### src/rtl/pipe_sequencer.sv
// Pipeline latch sequencer: turns hazard-unit flush/freeze requests into latch
// controls, stretches stalls over data-memory waits and drains a halt.
//
// state  | meaning
// -------+------------------------------------------------------------------
// RUN    | pipeline advancing; hazard requests applied directly
// DWAIT  | data access outstanding; pipeline fully frozen, flushes deferred
// DRAIN  | one cycle letting the mem/writeback latch capture the halt
// HALTED | processor stopped until reset
module pipe_sequencer (
    input  logic        CLK,
    input  logic        RST,
    input  logic        ihit,
    input  logic        dhit,
    input  logic        dreq,
    input  logic        halt_mem,
    input  logic [3:0]  hu_flush,
    input  logic [3:0]  hu_freeze,
    output logic [3:0]  flush,
    output logic [3:0]  freeze,
    output logic        imemREN,
    output logic        halt,
    output logic [15:0] stall_cnt,
    output logic [15:0] flush_cnt
);

    typedef enum logic [1:0] {
        RUN    = 2'd0,
        DWAIT  = 2'd1,
        DRAIN  = 2'd2,
        HALTED = 2'd3
    } state_t;

    state_t     state;
    state_t     state_nxt;
    logic [3:0] pend;
    logic [3:0] pend_nxt;
    logic       ihit_seen;
    logic       ihit_seen_nxt;
    logic [3:0] flush_raw;
    logic [3:0] freeze_raw;
    logic [3:0] run_flush;

    // An instruction fetch that never completed leaves a bubble for decode.
    assign run_flush = hu_flush | pend | {3'b000, ~ihit & ~ihit_seen};

    always_comb begin
        state_nxt     = state;
        pend_nxt      = pend;
        ihit_seen_nxt = ihit_seen;
        flush_raw     = 4'h0;
        freeze_raw    = 4'h0;
        case (state)
            RUN: begin
                if (!halt_mem && dreq && !dhit) begin
                    state_nxt     = DWAIT;
                    freeze_raw    = 4'hF;
                    pend_nxt      = pend | hu_flush;
                    ihit_seen_nxt = ihit_seen | ihit;
                end else begin
                    if (halt_mem) begin
                        state_nxt = DRAIN;
                    end
                    flush_raw     = run_flush;
                    freeze_raw    = hu_freeze;
                    pend_nxt      = 4'h0;
                    ihit_seen_nxt = 1'b0;
                end
            end
            DWAIT: begin
                if (dhit) begin
                    state_nxt     = RUN;
                    flush_raw     = run_flush;
                    freeze_raw    = hu_freeze;
                    pend_nxt      = 4'h0;
                    ihit_seen_nxt = 1'b0;
                end else begin
                    freeze_raw    = 4'hF;
                    pend_nxt      = pend | hu_flush;
                    ihit_seen_nxt = ihit_seen | ihit;
                end
            end
            DRAIN: begin
                state_nxt  = HALTED;
                freeze_raw = 4'b0111;
            end
            HALTED: begin
                freeze_raw = 4'hF;
            end
            default: begin
                state_nxt = RUN;
            end
        endcase
    end

    assign flush   = RST ? 4'h0 : flush_raw;
    assign freeze  = RST ? 4'h0 : (freeze_raw & ~flush_raw);
    assign imemREN = !RST && ((state == RUN) || (state == DWAIT)) && !ihit_seen;
    assign halt    = !RST && (state == HALTED);

    always_ff @(posedge CLK) begin
        if (RST) begin
            state     <= RUN;
            pend      <= 4'h0;
            ihit_seen <= 1'b0;
            stall_cnt <= 16'h0000;
            flush_cnt <= 16'h0000;
        end else begin
            state     <= state_nxt;
            pend      <= pend_nxt;
            ihit_seen <= ihit_seen_nxt;
            if ((freeze == 4'hF) && (stall_cnt != 16'hFFFF)) begin
                stall_cnt <= stall_cnt + 16'd1;
            end
            if ((flush != 4'h0) && (flush_cnt != 16'hFFFF)) begin
                flush_cnt <= flush_cnt + 16'd1;
            end
        end
    end

endmodule

### config.mk
export PLATFORM = sky130hd
export DESIGN_NAME = pipe_sequencer
export DESIGN_NICKNAME = d
export VERILOG_FILES = /design/src/rtl/pipe_sequencer.sv
export SDC_FILE = /design/constraint.sdc
export NUM_CORES = 1
export LEC_CHECK = 0
export CORE_MARGIN = 2
export CORE_UTILIZATION = 35
export CTS_CLUSTER_SIZE = 10
export DETAILED_ROUTE_END_ITERATION = 16
export GPL_TIMING_DRIVEN = 0
export PLACE_DENSITY_LB_ADDON = 0.1
export SYNTH_ARGS = -nofsm -noshare
export SYNTH_HDL_FRONTEND = slang
export SYNTH_SLANG_ARGS = --single-unit
### constraint.sdc
create_clock -name CLK -period 6.9 [get_ports CLK]
set_input_delay 0.69 -clock CLK [delete_from_list [all_inputs] [get_ports CLK]]
set_output_delay 0.69 -clock CLK [all_outputs]
set_load 0.02 [all_outputs]
# --- Word-level counts from Yosys, hierarchy flattened ---
# Index checks and enable logic that the tools add are counted.
totals:
  ff_bits: 39
  inputBits: 14
  out_inout_bits: 42
  word_cells: 58
classes:
  n_addsub: 2
  n_eq_ne: 8
  mux: 18
  bitwise_logic: 8
  reduce_logical: 17
op_table:
  columns: ["operator", "count"]
  rows:
  - ["adder 16 x 1 -> 16 bit, second input constant", 2]
  - ["2-to-1 mux 4 bit", 8]
  - ["inequality test 16 bit, second input constant", 2]
  - ["one-hot mux 4 bit (2 select lines)", 2]
  - ["one-hot mux 4 bit (4 select lines)", 1]
  - ["logical AND 1 bit", 7]
  - ["2-to-1 mux 2 bit", 3]
  - ["one-hot mux 2 bit (3 select lines)", 1]
  - ["bitwise AND 4 bit", 1]
  - ["== test 2 bit, second input constant", 2]
  - ["== test 4 bit, second input constant", 1]
  - ["logical NOT 1 bit", 4]
  - ["NOT 4 bit", 1]
  - ["bitwise OR 4 x 1 -> 4 bit", 1]
  - ["bitwise OR 4 bit", 1]
  - ["nonzero test 4 bit", 1]
  - ["inequality test 3 bit, second input constant", 1]
  - ["AND reduction 3 bit", 1]
  - ["nonzero test 3 bit", 1]
  - ["== test 2 x 1 -> 1 bit, second input constant", 1]
  - ["logical NOT 2 bit", 1]
  - ["2-to-1 mux 1 bit", 2]
  - ["inequality test 2 bit, second input constant", 1]
  - ["NOT 1 bit", 2]
  - ["5 further kinds", 5]

# --- Longest topological paths before layout ---
depth:
  word_depth: 10
  depth_mapped: 11
  mapped_depth_nobuf: 8

# --- Worst setup path before layout ---
# Ideal clock, no wire load.
synth_timing:
  path_type: "input-to-reg"
  start: "input dhit"
  end: "register stall_cnt[12]"
  setup_time_ns: 0.123
  t_arrival_ns: 2.341
  t_required_ns: 6.777
  slack_ns: 4.436
  path_stages: 7
  path_cell_list: "nor3b_4 nor3_1 nor4_4 nand2_2 buf_2 nor3_1 mux2_1"
synth_via:
  elab_chain_len: 9
  elab_cells_between_ends: 13
  cone_classes: "1 x eq/ne; 7 x mux; 2 x bitwise; 3 x reduce/logical"
synth_lines:
  columns: ["element", "line_no", "text"]
  rows:
  - ["start: declaration", "14", "input logic dhit,"]
  - ["logical NOT 1 bit", "55", "if (!halt_mem && dreq && !dhit) begin"]
  - ["logical AND 1 bit", "55", null]
  - ["2-to-1 mux 4 bit", "55", null]
  - ["one-hot mux 4 bit (2 select lines)", "53", "case (state)"]
  - ["NOT 4 bit", "97", "assign freeze = RST ? 4'h0 : (freeze_raw & ~flush_raw);"]
  - ["bitwise AND 4 bit *", "97", null]
  - ["2-to-1 mux 4 bit *", "97", null]
  - ["via freeze[0]", "20", "output logic [3:0] freeze,"]
  - ["== test 4 bit *", "112", "if ((freeze == 4'hF) && (stall_cnt != 16'hFFFF)) begin"]
  - ["logical AND 1 bit *", "112", null]
  - ["end signal: assignment", "113", "stall_cnt <= stall_cnt + 16'd1;"]
  - ["end: declaration", "23", "output logic [15:0] stall_cnt,"]
# The timed path passes the listed nets; every way through them passes the cells marked *.
# A chain may end at the register's enable or synchronous reset.

# --- Worst setup path in the final report ---
layout_timing:
  start: "input dhit"
  end: "output freeze[1]"
layout_via:
  elab_chain_len: 7
  elab_cells_between_ends: 11
  cone_classes: "7 x mux; 2 x bitwise; 2 x reduce/logical"
layout_lines:
  columns: ["element", "line_no"]
  rows:
  - ["logical NOT 1 bit", "55"]
  - ["logical AND 1 bit", "55"]
  - ["2-to-1 mux 4 bit", "55"]
  - ["one-hot mux 4 bit (2 select lines)", "53"]
  - ["NOT 4 bit", "97"]
  - ["bitwise AND 4 bit *", "97"]
  - ["2-to-1 mux 4 bit *", "97"]
  - ["end: declaration", "20"]
# Every way passes the cells marked *; elsewhere a longest branch is shown, timed or not.

==> flow_summary.toml <==
[layout]
diodes = 0
drive_gt1_share_pct = 6.67
final_nets = 350
synthToLayoutAreaGrowth_pct = 32.6

[die]
coreArea_sq_um = 6280
ioPinCount = 56
initial_utilization_pct = 35.9
dieArea_sq_um = 7090
die_w_um = 84.2
rows = 29
die_height_um = 84.2

[min_path]
holdPathStages = 2
hp-class = "flip-flop to flip-flop"
min_from = "pend[3]"

[setup_path]
timing.rr.start = "state[0]"
cp_slowest_cell = "clkdlybuf4s50_1"
crit_path_cell_trace = "clkdlybuf4s50_1, or3b_1, a2bb2oi_1, o22a_2, o211a_1, clkdlybuf4s50_1"
path_common_cell = "clkdlybuf4s50_1"
rr_worst_depth = 9
cp-end-kind = "output port"
slowest_delay_ns = 0.60
critPathRequiredTime_ns = 6.21
arrival_ns = 2.92
path_max_fanout = 9
crit_type = "input port to output port"
start_kind = "input port"
critPathLaunch = "dhit"

[global_route]
grt_remaining_overflow = 0
grt_pass1_vias = 2091
grt_pass1_wl_um = 10100
antenna_found_initial = 0
grt_max_degree = 12
grtUsageTotal_pct = 17.3

[power]
p_leak_nw = 1.07
ir_drop_mv = 0.123
p_per_area_nw_per_um2 = 267
power_mw = 0.798

[drt]
routedWlPerCell_um = 14.7
wirelength_um = 5990
first_pass_iters = 4
drc_errors = 0
drt_iter0_drc = 88
vias = 2240
viasPerCell = 5.50
drtAntennaViolNets = 0

[clocking]
ctsHoldBuffers = 0
cts_setup_buffers = 0
cts.path.max_buffers = 2
cts.repair.resized = 0
htree_levels = 2
clk_latency_ns = 0.28
cts_buffers = 5
path_clk_slew_ns = 0.08
cts_sinks = 39
cts_tree = "done"
cts-root-buf = "clkbuf_8"

[sta]
period_share_pct = 52.4
tightestPinTransition_ns = 1.17
fin_crit_ns = 3.61
worst_slack_ns = 3.29
setup_viol = 0
rsz0062_at_grt = "false"
slew_headroom_pct = 21.0
fin_setup_tns_ns = 0
fmax_mhz = 277
finClkSkew_ns = 0.00784
maxSlewViolCount = 0
hold_viol_final = 0

[yosys]
synthArstFlopShare_pct = 0
ys.flop_type = "dfxtp_1"
synth_area_per_cell_sq_um = 8.40
synthTopCellsByCount = "dfxtp_1, nor2_1, nand4_1, a21oi_1, nand3_1"
yosys_warnings = 0
ys_ff_latch = 39
syn_nets = 288
yosysTopAreaCellShare_pct = 34.7
ys_seq_area_share_pct = 34.7
synth_cell_type_count = 54
synth_edf_count = 0
synth_cells = 268
syn_area_sq_um = 2250
yosys.area.top_type = "dfxtp_1"
ys_top_cells_by_area = "dfxtp_1, nor2_1, nand4_1"

[placement]
routabilityCongestion = 0.793
post-place-ws_ns = 3.28
hpwl_um = 4390
portBuffers = 55

[job]
cap_violations = 0

[run_status]
run_status = "completed"
## cells in the final DEF (no fill, tap or decap), types with 2 or more instances in the layout
cell,netlist,layout
nand2_1,11,11
nor2_1,39,39
ha_1,6,6
nand4_1,17,17
o21ai_0,2,2
nor2b_1,4,4
clkbuf_8,0,6
nand2b_1,3,3
or4_1,4,4
o311ai_1,6,6
and4_1,2,2
or2_1,2,2
and2_1,3,3
a21oi_1,14,14
o31ai_1,4,4
dfxtp_1,39,39
and3_1,8,8
nor3_1,6,6
o31a_1,3,3
nor4_1,7,7
o41ai_1,5,5
buf_2,3,3
mux2i_1,5,5
clkbuf_1,8,8
xnor2_1,2,2
clkdlybuf4s50_1,0,55
xor2_1,10,10
nand3_1,12,12
inv_1,10,10
o21a_1,3,3
or3_1,2,2
mux2_1,4,4
## kinds of logic after synthesis
logic type | Yosys count | synth area share, %
buffers and inverters | 24 | 4.67
DFF | 39 | 34.7
and+or+nand+nor | 129 | 31.5
xor gates and xnor gates | 12 | 4.67
adders and majority gates | 6 | 3.34
AOI/OAI and AO/OA | 48 | 16.5
muxes | 10 | 4.72
## stage by stage
| step | hold slack (ns) | cell area [sq um] | util (%) | std cells |
|---|---|---|---|---|
| after floorplan | 0.437 | 2250 | - | 268 |
| after global placement | 0.450 | 2900 | 46.2 | 400 |
| after detailed placement | 0.466 | 2900 | 46.2 | 400 |
| after CTS | 0.484 | 2990 | 47.6 | 407 |
| after global routing | 0.502 | 2990 | 47.6 | 407 |
| final | 0.479 | 2990 | 47.6 | 407 |
## registers in the layout (all words and copies together) (netlist names)
name and flops:
pend 4, ihit_seen 1, stall_cnt 16, flush_cnt 16
state 2
## worst paths after layout
kind                                      to  slack, ns
worst max-delay path               freeze[1]       3.29
worst min-delay path                 pend[3]       0.48
worst max register to register  stall_cnt[7]       4.33
worst min register to register       pend[3]       0.48
## per-layer routing
layer | GRT usage, % | wire [um] | share of wire, % | vias to the layer above
li1 | - | - | - | 1115
met1 | 24.5 | 2920 | 49 | 1058
met2 | 26.7 | 2690 | 45 | 62
met3 | 3.44 | 321 | 5.4 | 5
met4 | 4.99 | 53 | 0.89 | 0
met5 | 0 | 0 | 0 | -
## layout make-up
| class | instances | area, sq um |
|---|---|---|
| Tap cell | 77 | 96.3 |
| Multi-Input combinational cell | 205 | 1370 |
| Timing Repair Buffer | 55 | 551 |
| Buffer | 14 | 67.6 |
| Fill cell | 640 | 3290 |
| Sequential cell | 39 | 781 |
| Clock buffer | 6 | 82.6 |
| Inverter | 10 | 37.5 |
| Clock inverter | 1 | 5.00 |
## report_power, final
part / total (mW) / internal (mW) / leakage [nW] / switching [mW]
clock network: 0.159 / 0.0786 / 0.0470 / 0.0806
logic: 0.379 / 0.160 / 0.710 / 0.219
registers: 0.260 / 0.244 / 0.315 / 0.0160
## critical path, delay by kind of cell
family / cells / cell delay, ns
AO/OA/AOI/OAI: 3 / 0.52
buffers and inverters: 2 / 1.19
AND/OR/NAND/NOR: 1 / 0.52
(Power assumes the default switching activity.)
